<file path="config.mk">
export PLATFORM = sky130hd
export DESIGN_NAME = alu_issue_ctrl_flat
export DESIGN_NICKNAME = d
export VERILOG_FILES = /design/src/rtl/alu_issue_ctrl_if.sv /design/src/rtl/alu_issue_ctrl.sv /design/src/flat_wrapper.sv
export SDC_FILE = /design/constraint.sdc
export NUM_CORES = 1
export LEC_CHECK = 0
export BUFFER_PORTS_ARGS = -buffer_cell sky130_fd_sc_hd__buf_2
export CAP_MARGIN = 5
export CORE_ASPECT_RATIO = 0.9
export CORE_UTILIZATION = 41
export DETAILED_ROUTE_END_ITERATION = 8
export PLACE_DENSITY = 0.76
export SYNTH_ARGS = -nofsm -noshare
export SYNTH_HDL_FRONTEND = slang
export SYNTH_SLANG_ARGS = --single-unit
</file>
<file path="constraint.sdc">
create_clock -name clk -period 2.15 [get_ports clk]
set_input_delay 0.43 -clock clk [delete_from_list [all_inputs] [get_ports clk]]
set_output_delay 0.43 -clock clk [all_outputs]
set_load 0.02 [all_outputs]
</file>
<file path="src/rtl/alu_issue_ctrl_if.sv">
// Request/response handshake bundle between a client and the ALU issue controller.
// master = client side (issues requests, consumes responses); slave = controller side.
interface alu_issue_ctrl_if #(
   parameter int TAG_W = 5
);
   logic             req_valid;
   logic             req_ready;
   logic [3:0]       req_op;
   logic [31:0]      req_a;
   logic [31:0]      req_b;
   logic [TAG_W-1:0] req_tag;
   logic             rsp_valid;
   logic             rsp_ready;
   logic [31:0]      rsp_data;
   logic [TAG_W-1:0] rsp_tag;
   logic             rsp_n;
   logic             rsp_z;
   logic             rsp_err;

   modport master (
      output req_valid, req_op, req_a, req_b, req_tag, rsp_ready,
      input  req_ready, rsp_valid, rsp_data, rsp_tag, rsp_n, rsp_z, rsp_err
   );

   modport slave (
      input  req_valid, req_op, req_a, req_b, req_tag, rsp_ready,
      output req_ready, rsp_valid, rsp_data, rsp_tag, rsp_n, rsp_z, rsp_err
   );
endinterface

</file>
<file path="src/rtl/alu_issue_ctrl.sv">
// Issue/writeback controller driving a combinational ULA: one request in flight, op-dependent
// settle time, registered response with error reporting and sticky N/Z flags.
module alu_issue_ctrl #(
   parameter int MUL_CYCLES = 2,
   parameter int DIV_CYCLES = 4,
   parameter int TAG_W      = 5
) (
   input  logic        clk,
   input  logic        rst_n,
   alu_issue_ctrl_if.slave bus,
   output logic [31:0] alu_a_o,
   output logic [31:0] alu_b_o,
   output logic [3:0]  alu_sel_o,
   input  logic [31:0] alu_r_i,
   input  logic        alu_nflag_i,
   input  logic        alu_zflag_i,
   output logic        flag_n_o,
   output logic        flag_z_o
);

   typedef enum logic [1:0] {S_IDLE, S_EXEC, S_RESP} state_t;

   localparam logic [3:0] OP_MUL  = 4'd3;
   localparam logic [3:0] OP_DIV  = 4'd4;
   localparam logic [3:0] OP_LAST = 4'd6;
   localparam logic [3:0] MUL_CNT = 4'(MUL_CYCLES - 1);
   localparam logic [3:0] DIV_CNT = 4'(DIV_CYCLES - 1);

   state_t           state_q, state_d;
   logic [3:0]       cnt_q, cnt_d;
   logic [31:0]      alu_a_q, alu_a_d;
   logic [31:0]      alu_b_q, alu_b_d;
   logic [3:0]       alu_sel_q, alu_sel_d;
   logic [31:0]      rsp_data_q, rsp_data_d;
   logic [TAG_W-1:0] rsp_tag_q, rsp_tag_d;
   logic             rsp_n_q, rsp_n_d;
   logic             rsp_z_q, rsp_z_d;
   logic             rsp_err_q, rsp_err_d;
   logic             flag_n_q, flag_n_d;
   logic             flag_z_q, flag_z_d;
   logic             req_ok;

   // Illegal opcodes and divide-by-zero never reach the ULA.
   assign req_ok = (bus.req_op <= OP_LAST) &&
                   !((bus.req_op == OP_DIV) && (bus.req_b == 32'd0));

   always_ff @(posedge clk or negedge rst_n) begin
      if (!rst_n) begin
         state_q    <= S_IDLE;
         cnt_q      <= '0;
         alu_a_q    <= '0;
         alu_b_q    <= '0;
         alu_sel_q  <= '0;
         rsp_data_q <= '0;
         rsp_tag_q  <= '0;
         rsp_n_q    <= 1'b0;
         rsp_z_q    <= 1'b0;
         rsp_err_q  <= 1'b0;
         flag_n_q   <= 1'b0;
         flag_z_q   <= 1'b0;
      end else begin
         state_q    <= state_d;
         cnt_q      <= cnt_d;
         alu_a_q    <= alu_a_d;
         alu_b_q    <= alu_b_d;
         alu_sel_q  <= alu_sel_d;
         rsp_data_q <= rsp_data_d;
         rsp_tag_q  <= rsp_tag_d;
         rsp_n_q    <= rsp_n_d;
         rsp_z_q    <= rsp_z_d;
         rsp_err_q  <= rsp_err_d;
         flag_n_q   <= flag_n_d;
         flag_z_q   <= flag_z_d;
      end
   end

   always_comb begin
      state_d    = state_q;
      cnt_d      = cnt_q;
      alu_a_d    = alu_a_q;
      alu_b_d    = alu_b_q;
      alu_sel_d  = alu_sel_q;
      rsp_data_d = rsp_data_q;
      rsp_tag_d  = rsp_tag_q;
      rsp_n_d    = rsp_n_q;
      rsp_z_d    = rsp_z_q;
      rsp_err_d  = rsp_err_q;
      flag_n_d   = flag_n_q;
      flag_z_d   = flag_z_q;
      case (state_q)
         S_IDLE: begin
            if (bus.req_valid) begin
               rsp_tag_d = bus.req_tag;
               if (req_ok) begin
                  alu_a_d   = bus.req_a;
                  alu_b_d   = bus.req_b;
                  alu_sel_d = bus.req_op;
                  cnt_d     = (bus.req_op == OP_MUL) ? MUL_CNT :
                              (bus.req_op == OP_DIV) ? DIV_CNT : 4'd0;
                  state_d   = S_EXEC;
               end else begin
                  rsp_data_d = '0;
                  rsp_n_d    = 1'b0;
                  rsp_z_d    = 1'b0;
                  rsp_err_d  = 1'b1;
                  state_d    = S_RESP;
               end
            end
         end
         S_EXEC: begin
            if (cnt_q == 4'd0) begin
               rsp_data_d = alu_r_i;
               rsp_n_d    = alu_nflag_i;
               rsp_z_d    = alu_zflag_i;
               rsp_err_d  = 1'b0;
               state_d    = S_RESP;
            end else begin
               cnt_d = cnt_q - 4'd1;
            end
         end
         S_RESP: begin
            if (bus.rsp_ready) begin
               if (!rsp_err_q) begin
                  flag_n_d = rsp_n_q;
                  flag_z_d = rsp_z_q;
               end
               state_d = S_IDLE;
            end
         end
         default: state_d = S_IDLE;
      endcase
   end

   assign bus.req_ready = (state_q == S_IDLE);
   assign bus.rsp_valid = (state_q == S_RESP);
   assign bus.rsp_data  = rsp_data_q;
   assign bus.rsp_tag   = rsp_tag_q;
   assign bus.rsp_n     = rsp_n_q;
   assign bus.rsp_z     = rsp_z_q;
   assign bus.rsp_err   = rsp_err_q;
   assign alu_a_o       = alu_a_q;
   assign alu_b_o       = alu_b_q;
   assign alu_sel_o     = alu_sel_q;
   assign flag_n_o      = flag_n_q;
   assign flag_z_o      = flag_z_q;

endmodule
</file>
<file path="src/flat_wrapper.sv">
// flat-port wrapper written by rule: the top's interface ports become plain ports
module alu_issue_ctrl_flat 
#(
   parameter int MUL_CYCLES = 2,
   parameter int DIV_CYCLES = 4,
   parameter int TAG_W      = 5
)
  (clk, rst_n, alu_a_o, alu_b_o, alu_sel_o, alu_r_i, alu_nflag_i, alu_zflag_i, flag_n_o, flag_z_o, bus_req_valid, bus_req_op, bus_req_a, bus_req_b, bus_req_tag, bus_rsp_ready, bus_req_ready, bus_rsp_valid, bus_rsp_data, bus_rsp_tag, bus_rsp_n, bus_rsp_z, bus_rsp_err);
  alu_issue_ctrl_if #(.TAG_W(TAG_W)) bus_i ();
  input  logic clk;
  input  logic rst_n;
  output logic [31:0] alu_a_o;
  output logic [31:0] alu_b_o;
  output logic [3:0] alu_sel_o;
  input  logic [31:0] alu_r_i;
  input  logic alu_nflag_i;
  input  logic alu_zflag_i;
  output logic flag_n_o;
  output logic flag_z_o;
  input wire logic [$bits(bus_i.req_valid)-1:0] bus_req_valid;
  input wire logic [$bits(bus_i.req_op)-1:0] bus_req_op;
  input wire logic [$bits(bus_i.req_a)-1:0] bus_req_a;
  input wire logic [$bits(bus_i.req_b)-1:0] bus_req_b;
  input wire logic [$bits(bus_i.req_tag)-1:0] bus_req_tag;
  input wire logic [$bits(bus_i.rsp_ready)-1:0] bus_rsp_ready;
  output wire logic [$bits(bus_i.req_ready)-1:0] bus_req_ready;
  output wire logic [$bits(bus_i.rsp_valid)-1:0] bus_rsp_valid;
  output wire logic [$bits(bus_i.rsp_data)-1:0] bus_rsp_data;
  output wire logic [$bits(bus_i.rsp_tag)-1:0] bus_rsp_tag;
  output wire logic [$bits(bus_i.rsp_n)-1:0] bus_rsp_n;
  output wire logic [$bits(bus_i.rsp_z)-1:0] bus_rsp_z;
  output wire logic [$bits(bus_i.rsp_err)-1:0] bus_rsp_err;
  assign bus_i.req_valid = bus_req_valid;
  assign bus_i.req_op = bus_req_op;
  assign bus_i.req_a = bus_req_a;
  assign bus_i.req_b = bus_req_b;
  assign bus_i.req_tag = bus_req_tag;
  assign bus_i.rsp_ready = bus_rsp_ready;
  assign bus_req_ready = bus_i.req_ready;
  assign bus_rsp_valid = bus_i.rsp_valid;
  assign bus_rsp_data = bus_i.rsp_data;
  assign bus_rsp_tag = bus_i.rsp_tag;
  assign bus_rsp_n = bus_i.rsp_n;
  assign bus_rsp_z = bus_i.rsp_z;
  assign bus_rsp_err = bus_i.rsp_err;
  alu_issue_ctrl #(.MUL_CYCLES(MUL_CYCLES), .DIV_CYCLES(DIV_CYCLES), .TAG_W(TAG_W)) u_core (.clk(clk), .rst_n(rst_n), .bus(bus_i), .alu_a_o(alu_a_o), .alu_b_o(alu_b_o), .alu_sel_o(alu_sel_o), .alu_r_i(alu_r_i), .alu_nflag_i(alu_nflag_i), .alu_zflag_i(alu_zflag_i), .flag_n_o(flag_n_o), .flag_z_o(flag_z_o));
endmodule
</file>
==> results by stage <==
Flow run:
- The number of max-cap violations is 0.

CTS:
- The clock tree from TritonCTS is done.
- The tree is rooted in a clkbuf_16.
- The number of levels the H-tree was split into is 4.
- No sink is reached through more buffers than the 2 on the longest clock path.
- The number of clock buffers added by TritonCTS is 17.
- Clock tree synthesis found a total of 116 sinks.
- For the worst-skew pair, the clock arrives at the later sink with an insertion delay of 0.40 ns.
- The clock slew at the register clock pins of the worst setup and hold paths is 0.06 ns.
- Buffers added to address setup during post-CTS repair amount to 0.

Power and ir drop:
- Total power for the finished layout comes to 10.9 mW.
- Of the total power, the share spent switching nets is 37.1%.
- In this run the power spent charging and discharging nets is 4.06 mW.
- The power share of the sequential group is 34.2%.
- The internal power is 6.88 mW.
- For this design the static power due to leakage is about 3.4 nW.
- The clock network burns 26.5% of the power.
- Power spread over the standard cell area amounts to 1660 nW/um^2.
- The relative contribution of combinational cells to total power is 39.3%.
- The peak supply drop is 904 uV.

Outcome:
- The run finished with clean final reports.

Placed design:
- The placer congestion estimate is slightly below 0.8.
- The placement-stage cell area is 5960 sq um.
- The count of port buffers added during placement is 222.
- The half-perimeter wire length after detailed placement is 8.21 mm.

Synth:
- The post-synthesis net count is about 410.
- The number of synthesis warnings is 0.
- The synthesized area per cell is 15.1 sq um.
- After synthesis, flip-flops and latches occupy between 60% and 70% of the total area.
- The instance count of the mapped netlist is around 300.
- After synthesis, the netlist uses 34 different library cells.
- The number of flip-flops and latches in the synthesized netlist is 116.
- The post-synthesis instance area is 4520 sq um.

Critical path:
- The arrival time of the worst setup path is 2.30 ns.
- The kind of start point of the critical path is a primary input.
- STA classifies the critical path endpoint as a flip-flop.
- In this run the worst path has a maximum fanout of 34.
- The setup path with the least slack is of type in2reg.
- The delay of the slowest cell on the worst path is 0.42 ns.
- The signal on the critical path passes through buf_2 -> nor4_1 -> nand4_1 -> or3_1 -> a211o_1 -> buf_12 -> a22o_1.
- The sum of buffers and inverters on the critical path is 2.
- The data required time of the worst path is 2.43 ns.
- The standard cell with the maximum stage delay on the critical path is nor4_1.
- The cell family contributing the most delay on the critical path is simple AND/OR/NAND/NOR gates.

Finish:
- Measured on the finished design, the core utilization comes to 63.0%.
- The net count reported at finish is 668.
- The layout overhead on the synthesized area is 46.1%.
- In the final layout, the multi-input gates occupy 1520 sq um.
- The count of antenna diodes in the layout is 0.
- The sequential cells in the finished layout cover a total of just under 3000 sq um.
- The filler cells instantiated in the layout total 803.
- Of the cells placed in the final design, the portion with a size suffix greater than 1 is 63.0%.
- The final non-filler cell area is ~6600 sq um.

STA:
- Timing would allow up to 496 MHz.
- The transition at the pin with the smallest max-transition slack is between 0.4 and 0.5 ns.
- The headroom to the max-slew limit is a little under three quarters.
- The number of failing hold endpoints at the final stage was 0.
- The final-report max-slew violation count came to 0.
- The final worst-path cycle share is a little over nine tenths.
- The final worst clock skew is 0.00770 ns.
- The final critical-path required period is 2.02 ns.
- Setup repair after global routing left no endpoint under its margin.
- The total of endpoints with negative setup slack in the final report is 0.
- The worst hold margin is approximately 0.25 ns.

Drt:
- The number of nets still failing antenna checks after routing is 0.
- The violation count after the first detailed-routing iteration is 238.
- Using the TritonRoute via totals, the vias-per-cell ratio works out to between 5 and 6.
- Across all layers, the routed design uses about 3500 vias.
- After detailed routing, the average wire length per cell comes to 16.1 um.
- For this run, the detailed router's first-pass iteration total came to 6.
- In the routed design, unresolved DRC markers number 0.
- After detailed routing, the total wire length is between 10 and 15 mm.

Global routing:
- The first global-routing pass estimated 17.8 mm of wire.
- The pin count of the biggest net entering global routing is 44.
- The number of global-route vias before repair is 3533.
- The initial antenna violation count came to 0.
- The global-route total usage across every layer is 20.2%.
- Global routing finished with a remaining overflow of 0.

Floorplan:
- The floorplan step set the die height to slightly above 100 um.
- For this configuration, the core starts out at a cell density of a little over two fifths.
- The I/O pin total is 223.
- In this run the horizontal extent of the chip is between 100 and 150 um.
- The core region is 10500 sq um.
- The number of rows created at floorplan is 35.
- The floorplan step defined a die boundary enclosing around 11000 sq um.

Min path:
- The path class of the tightest hold or removal check is in2reg.
==> routing by layer <==
metal  GRT usage [%]  up-vias  part of all wire [%]
li1                -     1623                     -
met5               0        -                     0
met2            33.9      148                    50
met4            6.77        0                  0.82
met3            7.36        9                   7.7
met1            24.4     1708                    42
==> final cells by class <==
class                   instances  share of cell area (%)
well taps                     129                    2.45
flip-flops and latches        116                    44.0
clock inverters                14                    2.69
inverters                       3                   0.171
clock buffers                  18                    6.66
repair buffers                252                    21.0
multi-input cells             165                    23.0
==> power groups by stage <==
| stage | combinational [mW] | clock, mW | sequential, mW |
|---|---|---|---|
| after floorplan | 1.48 | 0 | 5.00 |
| after global placement | 4.21 | 0 | 3.73 |
| after detailed placement | 4.32 | 0 | 3.76 |
| after CTS | 4.34 | 2.95 | 3.75 |
| after global routing | 4.58 | 3.07 | 3.88 |
| final | 4.30 | 2.90 | 3.75 |
==> repair_timing <==
item	CTS	global route
hold endpoints to repair	27	0
hold buffers	1	0
setup endpoints to repair	0	49
gates resized for setup	0	3
==> cells in the final DEF (no fill, tap or decap), drive strengths merged, types with 2 or more instances in the layout <==
| cell type | count |
|---|---|
| a21oi | 3 |
| or3 | 2 |
| bufinv | 3 |
| nor2 | 4 |
| clkinv | 5 |
| nand2b | 3 |
| mux2 | 74 |
| nor3 | 4 |
| a22o | 34 |
| a221oi | 2 |
| ha | 2 |
| a31oi | 4 |
| inv | 5 |
| clkbuf | 18 |
| nand2 | 6 |
| buf | 251 |
| nor4 | 8 |
| clkinvlp | 4 |
| nor2b | 4 |
| dfrtp | 116 |
| o21ai | 3 |
==> cell usage after synthesis (all sizes together) <==
cell       n  share of area [%]
nand2      6               0.50
a221oi     2               0.39
inv        3               0.25
or4        1               0.17
a21oi      3               0.33
nand2b     3               0.42
clkbuf     4               0.33
a22o      34                6.6
a2bb2oi    1               0.19
a31oi      4               0.69
mux2      74                 18
nor4       8                1.1
nor4b      1               0.33
nor3b      1               0.17
nand3b     1               0.17
nand4      1               0.14
nor2       4               0.33
o21bai     1               0.17
o21ai      3               0.33
and3b      1               0.19
o32ai      1               0.19
or3        2               0.28
nand3      1               0.11
nor3       4               0.44
a211o      1               0.19
or3b       1               0.19
dfrtp    116                 64
ha         2               0.55
buf       11                1.9
nor2b      4               0.55
==> path summary, 6_finish.rpt <==
path | end | slack (ns) | from | cells after the start
min in group asynchronous | u_core.alu_a_o[23]$_DFFE_PN0P_ | 0.53 | rst_n | 2
max reg2reg | u_core.alu_a_o[2]$_DFFE_PN0P_ | 0.14 | u_core.state_q[1]$_DFFE_PN0P_ | 6
max in group asynchronous | u_core.alu_a_o[27]$_DFFE_PN0P_ | 0.99 | rst_n | 3
min reg2reg | u_core.alu_a_o[29]$_DFFE_PN0P_ | 0.48 | u_core.alu_a_o[29]$_DFFE_PN0P_ | 1
max | u_core.bus.rsp_n$_DFFE_PN0P_ | 0.13 | bus_req_b[1] | 7
min | u_core.bus.rsp_data[1]$_DFFE_PN0P_ | 0.25 | alu_r_i[1] | 2
==> through the flow <==
step	TNS [ns]	cells	setup WS, ns
after floorplan	0	299	0.00813
after global placement	-15.58	664	-0.311
after detailed placement	-17.40	664	-0.351
after CTS	0	697	0.0586
after global routing	0	697	0.0287
final	0	697	0.134
==> state kept, by name (all words and copies together), names as in the netlist <==
signal and count:
u_core.state_q 2, u_core.bus.rsp_data 32, u_core.cnt_q 4, u_core.bus.rsp_z 1, u_core.flag_n_o 1, u_core.bus.rsp_err 1, u_core.flag_z_o 1, u_core.alu_b_o 32
u_core.alu_a_o 32, u_core.bus.rsp_n 1, u_core.alu_sel_o 4, u_core.bus.rsp_tag 5
==> cell families after synthesis <==
group	synth area share, %
simple gates	5.10
buf+inv	2.52
mux	18.5
compound gates	9.09
fa+ha+maj	0.554
flops	64.3
==> worst reg2reg max path, delay by kind of cell (launching register included) <==
family | cells | cell delay, ns
AOI/OAI and AO/OA | 1 | 0.20
buffers and inverters | 1 | 0.24
DFF | 1 | 0.38
muxes | 1 | 0.35
and+or+nand+nor | 3 | 0.72
(Power assumes the default switching activity.)
